<file path="src/rtl/trigger_conditioner.sv">
// rtl/trigger_conditioner.sv - trigger pin synchroniser, glitch filter, edge select and arm/holdoff/Nth-edge gating
// Produces a one-cycle registered trigger strobe for the glitch controller.
module trigger_conditioner #(
  parameter int FILTER_W  = 4,
  parameter int COUNT_W   = 8,
  parameter int HOLDOFF_W = 16
) (
  input  logic                 clk,
  input  logic                 rst_n,
  input  logic                 trigger_i,
  input  logic                 arm_i,
  input  logic                 disarm_i,
  input  logic [1:0]           edge_sel_i,
  input  logic [FILTER_W-1:0]  filter_len_i,
  input  logic [COUNT_W-1:0]   edge_count_i,
  input  logic [HOLDOFF_W-1:0] holdoff_i,
  output logic                 trigger_o,
  output logic                 armed_o,
  output logic                 fired_o,
  output logic [COUNT_W-1:0]   edges_seen_o
);

  typedef enum logic [1:0] {
    ST_IDLE    = 2'd0,
    ST_HOLDOFF = 2'd1,
    ST_ARMED   = 2'd2,
    ST_FIRED   = 2'd3
  } state_t;

  state_t               r_state;
  state_t               w_next;
  logic                 r_s1;
  logic                 r_s2;
  logic                 r_filt;
  logic                 r_filt_d;
  logic [FILTER_W-1:0]  r_fcnt;
  logic [1:0]           r_edge_sel;
  logic [COUNT_W-1:0]   r_edge_count;
  logic [COUNT_W-1:0]   r_edges;
  logic [HOLDOFF_W-1:0] r_hcnt;
  logic                 r_trig;
  logic                 w_rise;
  logic                 w_fall;
  logic                 w_qual;
  logic                 w_level_mode;
  logic                 w_fire;
  logic [COUNT_W-1:0]   w_target;
  logic [COUNT_W-1:0]   w_edges_inc;

  always_ff @(posedge clk) begin
    if (!rst_n) begin
      r_s1 <= 1'b0;
      r_s2 <= 1'b0;
    end else begin
      r_s1 <= trigger_i;
      r_s2 <= r_s1;
    end
  end

  // A level change is accepted only after filter_len_i extra cycles of disagreement.
  always_ff @(posedge clk) begin
    if (!rst_n) begin
      r_filt   <= 1'b0;
      r_filt_d <= 1'b0;
      r_fcnt   <= '0;
    end else begin
      r_filt_d <= r_filt;
      if (r_s2 != r_filt) begin
        if (r_fcnt == filter_len_i) begin
          r_filt <= r_s2;
          r_fcnt <= '0;
        end else begin
          r_fcnt <= r_fcnt + FILTER_W'(1);
        end
      end else begin
        r_fcnt <= '0;
      end
    end
  end

  assign w_rise = r_filt & ~r_filt_d;
  assign w_fall = ~r_filt & r_filt_d;

  always_comb begin
    w_qual = 1'b0;
    case (r_edge_sel)
      2'b00:   w_qual = w_rise;
      2'b01:   w_qual = w_fall;
      2'b10:   w_qual = w_rise | w_fall;
      default: w_qual = 1'b0;
    endcase
  end

  assign w_level_mode = (r_edge_sel == 2'b11);
  assign w_target     = (r_edge_count == '0) ? COUNT_W'(1) : r_edge_count;
  assign w_edges_inc  = r_edges + COUNT_W'(1);
  assign w_fire       = w_level_mode ? r_filt : (w_qual && (w_edges_inc == w_target));

  always_ff @(posedge clk) begin
    if (!rst_n) begin
      r_edge_sel   <= 2'b00;
      r_edge_count <= '0;
    end else if (arm_i && !disarm_i) begin
      r_edge_sel   <= edge_sel_i;
      r_edge_count <= edge_count_i;
    end
  end

  always_ff @(posedge clk) begin
    if (!rst_n) begin
      r_state <= ST_IDLE;
    end else begin
      r_state <= w_next;
    end
  end

  always_comb begin
    w_next = r_state;
    if (disarm_i) begin
      w_next = ST_IDLE;
    end else if (arm_i) begin
      w_next = ST_HOLDOFF;
    end else begin
      case (r_state)
        ST_HOLDOFF: if (r_hcnt == '0) w_next = ST_ARMED;
        ST_ARMED:   if (w_fire) w_next = ST_FIRED;
        default:    w_next = r_state;
      endcase
    end
  end

  always_comb begin
    armed_o = 1'b0;
    fired_o = 1'b0;
    case (r_state)
      ST_HOLDOFF: armed_o = 1'b1;
      ST_ARMED:   armed_o = 1'b1;
      ST_FIRED:   fired_o = 1'b1;
      default:    armed_o = 1'b0;
    endcase
  end

  // Edges coincident with arm/disarm are dropped: those branches take priority.
  always_ff @(posedge clk) begin
    if (!rst_n) begin
      r_hcnt  <= '0;
      r_edges <= '0;
      r_trig  <= 1'b0;
    end else begin
      r_trig <= (r_state == ST_ARMED) && (w_next == ST_FIRED);
      if (disarm_i) begin
        r_hcnt  <= '0;
        r_edges <= '0;
      end else if (arm_i) begin
        r_hcnt  <= holdoff_i;
        r_edges <= '0;
      end else begin
        if ((r_state == ST_HOLDOFF) && (r_hcnt != '0)) begin
          r_hcnt <= r_hcnt - HOLDOFF_W'(1);
        end
        if ((r_state == ST_ARMED) && w_qual) begin
          r_edges <= w_edges_inc;
        end
      end
    end
  end

  assign trigger_o    = r_trig;
  assign edges_seen_o = r_edges;

endmodule

</file>
<file path="config.mk">
export PLATFORM = sky130hd
export DESIGN_NAME = trigger_conditioner
export DESIGN_NICKNAME = d
export VERILOG_FILES = /design/src/rtl/trigger_conditioner.sv
export SDC_FILE = /design/constraint.sdc
export NUM_CORES = 1
export LEC_CHECK = 0
export BUFFER_PORTS_ARGS = -buffer_cell sky130_fd_sc_hd__clkbuf_2
export CAP_MARGIN = 20
export CORE_MARGIN = 4
export CORE_UTILIZATION = 35
export DETAILED_ROUTE_END_ITERATION = 7
export RECOVER_POWER = 100
export SLEW_MARGIN = 20
export SYNTH_ARGS = -nofsm -noshare
export SYNTH_HDL_FRONTEND = slang
export SYNTH_SLANG_ARGS = --single-unit
</file>
<file path="constraint.sdc">
create_clock -name clk -period 2.2 [get_ports clk]
set_input_delay 0.22 -clock clk [delete_from_list [all_inputs] [get_ports clk]]
set_output_delay 0.22 -clock clk [all_outputs]
set_load 0.01 [all_outputs]
</file>
Yosys cells after proc, flatten, opt, wreduce, memory -nomap -nowiden
Cells that the tools add are included.
{"block": "totals", "reg_bits": 45, "in_bits": 35, "out_inout_bits": 11, "elab_cells": 59}
{"block": "classes", "n_addsub": 3, "eq_ne": 10, "mux": 12, "bitwise": 7, "n_reduce_logical": 16}
{"op": "16-bit 2-to-1 mux", "count": 2}
{"op": "16-bit zero test", "count": 1}
{"op": "16-bit nonzero test", "count": 1}
{"op": "16-bit by 1-bit subtractor with 16-bit output (second input constant)", "count": 1}
{"op": "2-bit == test (second input constant)", "count": 5}
{"op": "8-bit by 1-bit adder with 8-bit output (second input constant)", "count": 1}
{"op": "8-bit == test", "count": 1}
{"op": "8-bit zero test", "count": 1}
{"op": "2-bit 2-to-1 mux", "count": 4}
{"op": "8-bit 2-to-1 mux", "count": 1}
{"op": "3-bit OR reduction", "count": 2}
{"op": "1-bit logical AND", "count": 5}
{"op": "4-bit by 1-bit adder with 4-bit output (second input constant)", "count": 1}
{"op": "2-bit by 1-bit == test with 1-bit output (second input constant)", "count": 2}
{"op": "4-bit == test", "count": 1}
{"op": "1-bit inverter", "count": 4}
{"op": "2-bit case mux with 2 select lines", "count": 1}
{"op": "2-bit OR reduction", "count": 2}
{"op": "1-bit 2-to-1 mux", "count": 3}
{"op": "1-bit case mux with 3 select lines", "count": 1}
{"op": "1-bit AND", "count": 2}
{"op": "2-bit zero test", "count": 1}
{"op": "2-bit AND reduction", "count": 1}
{"op": "2-bit nonzero test", "count": 1}
{"op": "3 further kinds", "count": 3}

Longest topological paths before layout
Gate-level depths: netlist of the first run.
{"block": "depth", "ltp_word": 12, "depth_mapped": 9, "ltp_nobuf": 8}

Worst setup path after synthesis of the first run
OpenSTA, ideal clock, no wires.
{"block": "synth_path", "path_type": "register -> register", "startpoint": "register r_filt", "endpoint": "register r_trig, in the netlist trigger_o", "setup_time_ns": 0.091, "t_arrival_ns": 1.901, "required_ns": 2.109, "setup_slack_ns": 0.207, "stages_incl_launch_ff": 10, "path_buffers": 1, "period_less_slack_ns": 1.993, "path_cell_list": "dfxtp_1 > inv_1 > ha_1 > o21ai_0 > o211a_1 > buf_6 > nand4_1 > a2111oi_0 > a31oi_1 > nor4bb_1"}
{"block": "synth_via", "elab_chain_len": 12, "elab_cells_between_ends": 13, "classes_between": "eq/ne: 1; mux: 6; bitwise: 4; reduce/logical: 2"}
{"element": "start: declaration", "line": "34", "source": "logic r_filt;"}
{"element": "start signal: assignment", "line": "70", "source": "r_filt <= r_s2;"}
{"element": "1-bit inverter", "line": "82", "source": "assign w_fall = ~r_filt & r_filt_d;"}
{"element": "1-bit AND", "line": "82"}
{"element": "1-bit bitwise OR", "line": "89", "source": "2'b10: w_qual = w_rise | w_fall;"}
{"element": "1-bit case mux with 3 select lines", "line": "86", "source": "case (r_edge_sel)"}
{"element": "1-bit logical AND", "line": "97", "source": "assign w_fire = w_level_mode ? r_filt : (w_qual && (w_edges_inc == w_target));"}
{"element": "1-bit 2-to-1 mux *", "line": "97"}
{"element": "2-bit 2-to-1 mux *", "line": "126", "source": "ST_ARMED: if (w_fire) w_next = ST_FIRED;"}
{"element": "2-bit case mux with 2 select lines *", "line": "124", "source": "case (r_state)"}
{"element": "2-bit 2-to-1 mux *", "line": "121", "source": "end else if (arm_i) begin"}
{"element": "2-bit 2-to-1 mux *", "line": "119", "source": "if (disarm_i) begin"}
{"element": "2-bit == test *", "line": "150", "source": "r_trig <= (r_state == ST_ARMED) && (w_next == ST_FIRED);"}
{"element": "1-bit logical AND *", "line": "150"}
{"element": "end signal: assignment", "line": "150"}
{"element": "end: declaration", "line": "41", "source": "logic r_trig;"}
Every way passes the cells marked *; elsewhere a longest branch is shown, timed or not.
A chain may end at the register's enable or synchronous reset.

Worst setup path after layout of the first run
{"block": "layout_path", "startpoint": "register r_hcnt[0]", "endpoint": "register r_trig, in the netlist trigger_o"}
{"block": "layout_via", "elab_chain_len": 7}
{"element": "start: declaration", "line": "40", "source": "logic [HOLDOFF_W-1:0] r_hcnt;"}
{"element": "start signal: assignment", "line": "155", "source": "r_hcnt <= holdoff_i;"}
{"element": "start signal: assignment", "line": "159", "source": "r_hcnt <= r_hcnt - HOLDOFF_W'(1);"}
{"element": "16-bit zero test", "line": "125", "source": "ST_HOLDOFF: if (r_hcnt == '0) w_next = ST_ARMED;"}
{"element": "2-bit 2-to-1 mux", "line": "125"}
{"element": "2-bit case mux with 2 select lines", "line": "124"}
{"element": "2-bit 2-to-1 mux", "line": "121"}
{"element": "2-bit 2-to-1 mux", "line": "119"}
{"element": "2-bit == test", "line": "150"}
{"element": "1-bit logical AND", "line": "150"}
Every way passes these cells.

==> out/metrics.csv, run 1 <==
stage,metric,value,unit
run_status,status,finished clean,
route,post-route ant nets,0,
synthesis,Yosys cell types,46,
clock_network,clk root buf,clkbuf_8,
power,Leak,1.086,nW
sta,Clock Skew,10.33,ps
critical_path,CP Capture Type,flip-flop,
synthesis,Avg Inst Size Synth,8.601,um2
sta,final worst setup slack,159.1,ps
critical_path,Max stage delay on crit path,320,ps
sta,final setup vio count,0,
floorplanning,DIE AREA,0.008218,mm2
place,PortBufs,45,
synthesis,Mapped Area,0.002391,mm2
sta,slew at the pin with the worst max-slew slack,1029,ps
critical_path,CP max-delay cell,dfxtp_1,
route,DRC,0,
layout,Reg area,900.9,um2
global_route,first-pass GRT wire length,9.149,mm
synthesis,"EDFF count, synth",0,
critical_path,CP Max Fanout,5,
clock_network,clk_lat worst skew,300,ps
clock_network,htree depth,2,
floorplanning,Die Span Y,90.66,um
critical_path,Critical Path AT,2230,ps
floorplanning,die width,90.66,um
layout,n_diodes,0,
clock_network,hold buffers post-CTS,0,
layout,multi-input logic area,0.001405,mm2
place,dpl cells,399,
global_route,vias in the first global route,2060,
global_route,initial antenna violation count,0,
critical_path,worst-case reg-to-reg path depth,8,
layout,Final #Nets,373,
synthesis,Post-Syn Instances,278,
critical_path,critical path startpoint category,flip-flop,
power,peak supply drop,0.2652,mV
global_route,largest net degree at the start of global routing,24,
clock_network,clock-pin slew on the worst setup and hold paths,90,ps
global_route,grt total ovfl,0,
layout,Layout area overhead,18.37,%
worst_hold_path,HP Class,in -> reg,
route,via count,2010,
sta,"Slew Viols, Final",0,
sta,Final Hold Viols,0,
layout,Fillers,647,
floorplanning,Initial Util,0.3681,
clock_network,Clock Tree Buf Depth,2,
floorplanning,Core Area,0.006495,mm2
critical_path,Required @ worst endpoint,2390,ps
route,total wire length,5.256,mm
route,Wirelength per Cell,12.91,um
power,PwrDens,644.6,mW/mm2
route,Via density,4.939,
floorplanning,I/O pin cnt,46,
sta,Rel. slew slack,0.3143,
floorplanning,row count,29,
sta,post-route clock period utilization,0.9277,
synthesis,Async SR Flop Fraction,0,
sta,fin crit period,2041,ps
layout,fin util,0.4358,
place,"worst slack, placed",184.6,ps
synthesis,register area share after synthesis,0.3768,
clock_network,clock sink total,45,
synthesis,yosys warns,0,
place,Detail Placement HPWL,4.003,mm
synthesis,Synth Net Count,322,
clock_network,setup bufs post-CTS,0,
layout,share of layout cells above drive strength 1,0.1636,
flow_run,Max Cap Violations,0,
synthesis,Yosys reg bits,45,
worst_hold_path,hold path cells,2,
global_route,gr usage total,0.1367,
place,GPL Wtd Cong,0.7720,
clock_network,CTS tree,done,
clock_network,Num CTS Buffers,5,
critical_path,critical path start-end classification,reg -> reg,
synthesis,main flop type after synthesis,dfxtp_1,
route,drt first-iter violations,65,
critical_path,"critical path, cell by cell",inv_1 -> ha_1 -> nor4b_1 -> nand4_2 -> and2_1 -> a211o_1 -> a31oi_1 -> nor4bb_1,
layout,fin cells,407,
place,placed cell areas,0.002734,mm2
layout,fin area,0.002830,mm2
route,total iterations of the first detailed-routing run,4,
sta,Max Fclk,490.0,MHz
-- stage by stage --
stage,TNS [ps],total power [mW],hold slack (ps)
floorplan,0,1.027,295.7
detailed placement,0,1.101,421.7
CTS,0,1.849,115.1
global route,-21.31,1.915,125.1
global placement,0,1.100,414.7
finish,0,1.824,122.0
-- registers in the layout (all words and copies together) (netlist names) --
register / cells
r_edge_count: 8
r_edge_sel: 2
trigger_o: 1
r_filt_d: 1
r_state: 2
r_fcnt: 4
r_filt: 1
r_s2: 1
r_hcnt: 16
edges_seen_o: 8
r_s1: 1
-- metal layers --
layer  routed length, um  vias to the layer above  global-route usage  share of wire
met5                   0                        -                   0              0
met4                  65                        0             0.04082          0.012
met3                 319                        6             0.05000          0.061
met2                2337                       45              0.2261           0.44
met1                2533                      904              0.1653           0.48
li1                    -                     1055                   -              -
-- cells by family after synthesis --
family / Yosys count / synth area share
AOI/OAI and AO/OA: 40 / 0.1136
muxes: 5 / 0.02146
buffers and inverters: 21 / 0.03663
adders and majority gates: 10 / 0.05128
and+or+nand+nor: 120 / 0.2648
xor gates and xnor gates: 37 / 0.1355
DFF: 45 / 0.3768
-- worst paths after layout --
path / slack [ps] / start / end
max: 160 / r_hcnt[0] / trigger_o
min: 120 / trigger_i / r_s1
max reg2reg: 160 / r_hcnt[0] / trigger_o
min reg2reg: 440 / r_s1 / r_s2
-- cells in the final DEF (no fill, tap or decap), types with 2 or more instances in the layout --
cell | synthesis | layout
nor4_2 | 2 | 3
dfxtp_1 | 45 | 45
nor3_1 | 6 | 8
ha_1 | 9 | 9
bufinv_16 | 0 | 2
clkbuf_2 | 0 | 34
clkbuf_8 | 0 | 5
a21boi_0 | 10 | 10
a311oi_1 | 2 | 2
a21oi_1 | 10 | 10
mux2i_1 | 4 | 4
nand4_1 | 9 | 9
a211oi_1 | 5 | 5
clkbuf_1 | 7 | 18
o22ai_1 | 2 | 2
buf_4 | 0 | 2
nand2_1 | 37 | 37
xor2_1 | 12 | 12
xnor2_1 | 25 | 25
nand3_1 | 11 | 11
and2_1 | 4 | 3
o21ai_0 | 5 | 5
nor2_1 | 30 | 30
inv_1 | 11 | 11
nor4bb_1 | 2 | 2
nor3b_1 | 2 | 2
nand2b_1 | 3 | 3
-- worst max-delay path: cells and delay by family (launching register included) --
family,cells,cell delay [ps]
and+or+nand+nor,4,830
DFF,1,320
AOI/OAI and AO/OA,2,500
buffers and inverters,1,90
adders and majority gates,1,190
-- synth_stat cells, drive strengths merged, types with 2 or more instances --
master,instances,area [um2]
dfxtp,45,900.9
nand2,37,138.9
nor2,31,118.9
xnor2,25,219.0
xor2,12,105.1
inv,11,41.29
nand3,11,55.05
a21boi,10,75.07
a21oi,10,50.05
nand4,10,68.81
ha,9,112.6
nor3,9,66.32
clkbuf,7,26.28
a211oi,6,50.05
nor4,5,58.80
o21ai,5,25.02
and2,4,25.02
mux2i,4,40.04
buf,3,20.01
nand2b,3,18.77
nor3b,3,27.52
a311oi,2,17.52
nor4bb,2,20.02
o22ai,2,12.51
-- where the power goes --
part / leakage (nW) / switching [mW] / total [mW] / internal [mW]
registers: 0.366 / 0.0276 / 0.866 / 0.839
clock network: 0.0681 / 0.295 / 0.747 / 0.451
logic: 0.652 / 0.112 / 0.212 / 0.0991
-- cell type report --
| class | instances | share of cell area |
|---|---|---|
| Clock buffer | 5 | 0.02431 |
| Clock inverter | 3 | 0.02299 |
| Inverter | 11 | 0.01459 |
| Multi-Input combinational cell | 212 | 0.4965 |
| Sequential cell | 45 | 0.3183 |
| Tap cell | 77 | 0.03404 |
| Timing Repair Buffer | 54 | 0.08930 |
-- timing repair --
| action | in CTS | in global routing |
|---|---|---|
| gates resized for setup | 0 | 3 |
| endpoints found under the setup margin | 0 | 2 |
| hold endpoints to repair | 0 | 0 |
(Power assumes the default switching activity.)
==> run 2: changes to the inputs <==
--- a/config.mk
+++ b/config.mk
@@ -7,9 +7,12 @@
 export LEC_CHECK = 0
 export BUFFER_PORTS_ARGS = -buffer_cell sky130_fd_sc_hd__clkbuf_2
 export CAP_MARGIN = 20
+export CELL_PAD_IN_SITES_DETAIL_PLACEMENT = 0
+export CELL_PAD_IN_SITES_GLOBAL_PLACEMENT = 1
 export CORE_MARGIN = 4
-export CORE_UTILIZATION = 35
+export CORE_UTILIZATION = 41
 export DETAILED_ROUTE_END_ITERATION = 7
+export PLACE_DENSITY_LB_ADDON = 0.1
 export RECOVER_POWER = 100
 export SLEW_MARGIN = 20
 export SYNTH_ARGS = -nofsm -noshare
==> out/metrics.csv, run 2 (synthesis gave the netlist of run 1 again) <==
stage,metric,value,unit,change
run_status,status,finished clean,,
floorplanning,DIE AREA,0.007117,mm2,-13%
critical_path,critical path startpoint category,flip-flop,,
critical_path,Required @ worst endpoint,2380,ps,about the same
route,DRC,0,,unchanged
layout,Reg area,900.9,um2,unchanged
route,total iterations of the first detailed-routing run,4,,unchanged
worst_hold_path,HP Class,in -> reg,,
sta,Rel. slew slack,0.6324,,+0.3181
sta,setup repair after global routing missed its margin,false,,
sta,final setup vio count,0,,unchanged
power,Leak,1.070,nW,-1.6%
layout,multi-input logic area,0.001399,mm2,-0.45%
sta,fin crit period,2045,ps,+4.122 ps
global_route,largest net degree at the start of global routing,24,,unchanged
layout,n_diodes,0,,unchanged
layout,"commonest non-fill, non-tap cell in the layout",dfxtp_1,,
sta,Final Hold Viols,0,,unchanged
clock_network,Clock Tree Buf Depth,2,,unchanged
critical_path,CP Max Fanout,5,,unchanged
critical_path,flop-to-flop setup slack,150,ps,about the same
layout,Layout area overhead,15.75,%,
route,via count,1996,,-0.70%
clock_network,htree depth,2,,unchanged
clock_network,Num CTS Buffers,5,,unchanged
clock_network,clock-pin slew on the worst setup and hold paths,80,ps,about the same
route,total wire length,5.179,mm,-1.5%
route,routed metal-1 wirelength,2.640,mm,+4.2%
global_route,vias in the first global route,1904,,-7.6%
global_route,grt total ovfl,0,,unchanged
global_route,first-pass GRT wire length,8.894,mm,-2.8%
route,Via density,4.978,,+0.79%
layout,Top reg by flops,r_hcnt,,
floorplanning,Core Area,0.005574,mm2,-14%
critical_path,Critical Path AT,2220,ps,about the same
sta,post-route clock period utilization,0.9296,,+0.001874
route,met3 WL post-DR,204,um,-36%
sta,Max Fclk,489.0,MHz,-0.20%
clock_network,clk_lat worst skew,290,ps,about the same
flow_run,Max Cap Violations,0,,unchanged
power,PwrDens,569.1,mW/mm2,-12%
sta,Clock Skew,6.175,ps,-4.159 ps
sta,Hold Slack,128.8,ps,+6.816 ps
layout,"commonest cells after routing, fill and taps aside","dfxtp_1 (45), nand2_1 (37), clkbuf_2 (35)",,
route,top layer in use,met4,,
global_route,gr usage total,0.1523,,+0.01559
route,drt first-iter violations,96,,+48%
clock_network,clock sink total,45,,unchanged
floorplanning,I/O pin cnt,46,,unchanged
route,WL met2,2.273,mm,-2.7%
critical_path,critical path start-end classification,reg -> reg,,
layout,Final #Nets,372,,-0.27%
place,GPL Wtd Cong,0.7846,,+1.6%
place,PortBufs,45,,unchanged
global_route,initial antenna violation count,0,,unchanged
clock_network,CTS tree,done,,
power,peak supply drop,0.3351,mV,+26%
route,post-route ant nets,0,,unchanged
place,Detail Placement HPWL,3.879,mm,-3.1%
layout,Fillers,609,,-5.9%
critical_path,worst-case reg-to-reg path depth,8,,unchanged
clock_network,clk root buf,clkbuf_8,,
layout,fin cells,401,,-1.5%
sta,setup TNS,0,ps,unchanged
route,Wirelength per Cell,12.92,um,about the same
power,Power Total,1.575,mW,-14%
floorplanning,row count,27,,-6.9%
floorplanning,die width,84.37,um,-6.9%
sta,slew at the pin with the worst max-slew slack,551.4,ps,-477.1 ps
layout,Largest register FFs,16,,unchanged
worst_hold_path,hold path cells,2,,unchanged
place,dpl cells,393,,-1.5%
floorplanning,Initial Util,0.4290,,+0.06082
sta,"Slew Viols, Final",0,,unchanged
layout,share of layout cells above drive strength 1,0.1641,,+0.0004974
floorplanning,Die Span Y,84.37,um,-6.9%
critical_path,CP Capture Type,flip-flop,,
## run 2: layer usage
| layer | GRT usage | up-vias |
|---|---|---|
| li1 | - | 1056 |
| met1 | 0.2059 | 897 |
| met2 | 0.2410 | 38 |
| met3 | 0.03925 | 5 |
| met4 | 0.04317 | 0 |
| met5 | 0 | - |
## run 2: stage by stage
step	utilization	area [um2]	worst slack, ps
5_1_grt	0.4965	2768	10.93
4_1_cts	0.5028	2803	151.7
3_5_place_dp	0.4880	2720	175.3
6_report	0.4965	2768	155.0
3_3_place_gp	0.4880	2720	235.7
2_1_floorplan	-	2391	207.3
## run 2: worst paths after layout
kind                   from         to
hold / removal    trigger_i       r_s1
setup / recovery  r_hcnt[0]  trigger_o
hold reg to reg        r_s1       r_s2
setup reg to reg  r_hcnt[0]  trigger_o
## run 2: layout make-up
| cell class | instances | share of cell area |
|---|---|---|
| Sequential cell | 45 | 0.3255 |
| Clock buffer | 6 | 0.02622 |
| Inverter | 11 | 0.01492 |
| Timing Repair Buffer | 53 | 0.09177 |
| Multi-Input combinational cell | 212 | 0.5054 |
| Tap cell | 72 | 0.03255 |
| Clock inverter | 2 | 0.003617 |
## run 2: critical path, stage by stage (launching register included)
cell	delay, ps
dfxtp_1	320
inv_1	90
ha_1	190
nor4b_1	310
nand4_2	200
and2_1	260
a211o_1	310
a31oi_1	180
nor4bb_1	70
## run 2: repair_timing
item,4_1_cts,5_1_grt
setup buffers,0,0
endpoints found under the setup margin,0,1
hold buffers,0,0
gates resized for setup,0,1
## run 2: report_power, final
| part | leakage (nW) | internal, mW | switching (mW) |
|---|---|---|---|
| logic | 0.658 | 0.0988 | 0.112 |
| registers | 0.366 | 0.838 | 0.0269 |
| clock network | 0.0450 | 0.221 | 0.279 |
| total | 1.07 | 1.16 | 0.417 |
==> run 3: changes to the inputs <==
--- a/config.mk
+++ b/config.mk
@@ -6,13 +6,12 @@
 export NUM_CORES = 1
 export LEC_CHECK = 0
 export BUFFER_PORTS_ARGS = -buffer_cell sky130_fd_sc_hd__clkbuf_2
-export CAP_MARGIN = 20
 export CELL_PAD_IN_SITES_DETAIL_PLACEMENT = 0
 export CELL_PAD_IN_SITES_GLOBAL_PLACEMENT = 1
 export CORE_MARGIN = 4
 export CORE_UTILIZATION = 41
 export DETAILED_ROUTE_END_ITERATION = 7
-export PLACE_DENSITY_LB_ADDON = 0.1
+export PLACE_DENSITY_LB_ADDON = 0.3
 export RECOVER_POWER = 100
 export SLEW_MARGIN = 20
 export SYNTH_ARGS = -nofsm -noshare
==> out/metrics.csv, run 3 (synthesis gave the netlist of run 1 again) <==
stage,metric,value,unit,change
run_status,status,finished clean,,
power,Switch Pwr,0.3967,mW,-4.9%
worst_hold_path,HP Class,in -> reg,,
global_route,vias in the first global route,1816,,-4.6%
global_route,grt total ovfl,0,,unchanged
power,peak supply drop,0.3704,mV,+11%
place,dpl cells,392,,-0.25%
power,Leak,1.072,nW,+0.23%
global_route,largest net degree at the start of global routing,23,,-4.2%
clock_network,clock-pin slew on the worst setup and hold paths,70,ps,about the same
route,total iterations of the first detailed-routing run,4,,unchanged
route,post-route ant nets,0,,unchanged
sta,setup TNS,0,ps,unchanged
clock_network,Num CTS Buffers,5,,unchanged
route,Via density,4.977,,about the same
critical_path,CP Capture Type,flip-flop,,
floorplanning,DIE AREA,0.007117,mm2,unchanged
layout,n_diodes,0,,unchanged
layout,Final #Nets,371,,-0.27%
layout,Layout area overhead,16.33,%,
sta,setup repair after global routing missed its margin,false,,
clock_network,CTS tree,done,,
flow_run,Max Cap Violations,0,,unchanged
clock_network,Clock Tree Buf Depth,2,,unchanged
floorplanning,I/O pin cnt,46,,unchanged
global_route,gr usage total,0.1464,,-0.005928
floorplanning,Initial Util,0.4290,,unchanged
power,P_int,1.188,mW,+2.6%
floorplanning,row count,27,,unchanged
critical_path,Critical Path AT,2190,ps,-30 ps
sta,slew at the pin with the worst max-slew slack,650.2,ps,+98.84 ps
layout,Largest register FFs,16,,unchanged
layout,"commonest cells after routing, fill and taps aside","dfxtp_1 (44), nand2_1 (37), clkbuf_2 (35)",,
power,Clock power frac,0.320,,+0.003
route,drt first-iter violations,66,,-31%
place,Detail Placement HPWL,3.825,mm,-1.4%
power,Flop pwr share,0.547,,-0.002
route,total wire length,5.030,mm,-2.9%
layout,Fillers,580,,-4.8%
power,PwrDens,569.6,mW/mm2,about the same
sta,Max Fclk,500.2,MHz,+2.3%
critical_path,critical path startpoint category,flip-flop,,
floorplanning,Core Area,0.005574,mm2,unchanged
layout,share of layout cells above drive strength 1,0.1743,,+0.01018
layout,fin area,0.002781,mm2,+0.50%
sta,post-route clock period utilization,0.9087,,-0.02089
floorplanning,Die Span Y,84.37,um,unchanged
critical_path,CP Max Fanout,5,,unchanged
floorplanning,die width,84.37,um,unchanged
power,switching share of power,0.2504,,-0.01444
power,Comb power frac,0.133,,about the same
critical_path,Required @ worst endpoint,2390,ps,about the same
clock_network,htree depth,2,,unchanged
clock_network,setup bufs post-CTS,0,,unchanged
global_route,first-pass GRT wire length,8.583,mm,-3.5%
clock_network,clk_lat worst skew,290,ps,about the same
layout,fin cells,399,,-0.50%
sta,Clock Skew,8.965,ps,+2.790 ps
critical_path,Max stage delay on crit path,350,ps,+30 ps
route,via count,1986,,-0.50%
global_route,initial antenna violation count,0,,unchanged
route,DRC,0,,unchanged
critical_path,"critical path, cell by cell",clkbuf_1 -> ha_1 -> mux2_1 -> o211a_1 -> nand4_1 -> a2111oi_1 -> a31oi_1 -> nor4bb_1,,
route,Wirelength per Cell,12.61,um,-2.4%
clock_network,clk root buf,clkbuf_8,,
place,PortBufs,45,,unchanged
sta,final setup vio count,0,,unchanged
clock_network,hold buffers post-CTS,0,,unchanged
sta,"Slew Viols, Final",0,,unchanged
sta,Final Hold Viols,0,,unchanged
layout,Top reg by flops,r_hcnt,,
critical_path,CP max-delay cell,a2111oi_1,,
layout,"commonest non-fill, non-tap cell in the layout",dfxtp_1,,
clock_network,clock sink total,45,,unchanged
sta,Rel. slew slack,0.5649,,-0.06750
place,placed cell areas,0.002713,mm2,-0.28%
sta,fin crit period,1999,ps,-45.96 ps
critical_path,critical path start-end classification,reg -> reg,,
place,GPL Wtd Cong,0.7796,,-0.64%
==> run 3: changes by cell type in the layout (fill, tap and decap cells not counted), sizes merged <==
| cell | previous run | this run |
|---|---|---|
| clkbuf | 56 | 55 |
| clkinv | 2 | 0 |
| buf | 3 | 4 |
==> run 3: cell type report <==
class                      count  area, um2  share of cell area
clock buffer                   7      86.33             0.03104
inverter                      11      41.29             0.01484
multi-input combinational    212       1408              0.5061
sequential                    45      902.1              0.3243
tap                           72      90.09             0.03239
timing repair buffer          52      254.0             0.09132
==> run 3: layer usage <==
layer,GRT usage,vias up,part of all wire
li1,-,1053,-
met1,0.1962,887,0.49
met2,0.2253,40,0.44
met3,0.04809,6,0.056
met4,0.04317,0,0.012
met5,0,-,0
==> run 3: path summary, 6_finish.rpt <==
| kind | start | end | slack, ps | cells after the start |
|---|---|---|---|---|
| max | r_filt | trigger_o | 200 | 8 |
| min reg2reg | r_s1 | r_s2 | 440 | 1 |
| max reg2reg | r_filt | trigger_o | 200 | 8 |
| min | trigger_i | r_s1 | 130 | 2 |
==> run 3: stage by stage <==
stage / setup slack, ps / utilization / hold slack (ps) / power, mW
after detailed placement: 140.3 / 0.4866 / 423.4 / 1.098
after global placement: 243.4 / 0.4866 / 416.5 / 1.096
final: 200.9 / 0.4990 / 133.2 / 1.584
after floorplan: 207.3 / - / 295.7 / 1.027
after CTS: 119.7 / 0.5021 / 121.8 / 1.614
after global routing: 24.05 / 0.4990 / 136.8 / 1.675
==> run 3: power by group through the flow <==
stage          clock, mW  combinational (mW)  sequential (mW)
6_report           0.507               0.211            0.866
5_1_grt            0.565               0.240            0.871
4_1_cts            0.534               0.215            0.866
3_5_place_dp           0               0.213            0.885
3_3_place_gp           0               0.212            0.884
2_1_floorplan          0               0.148            0.879
==> run 3: worst max-delay path, delay by kind of cell, from the launching register on <==
kind,cells,cell delay [ps]
AO/OA/AOI/OAI,3,670
adder cells (fa/ha/maj),1,180
buffers and inverters,1,220
flip-flops,1,330
multiplexers,1,120
AND/OR/NAND/NOR,2,380
==> run 3: timing repair <==
item	CTS	global route
hold endpoints to repair	0	0
resized for setup	0	4
setup endpoints to repair	0	1
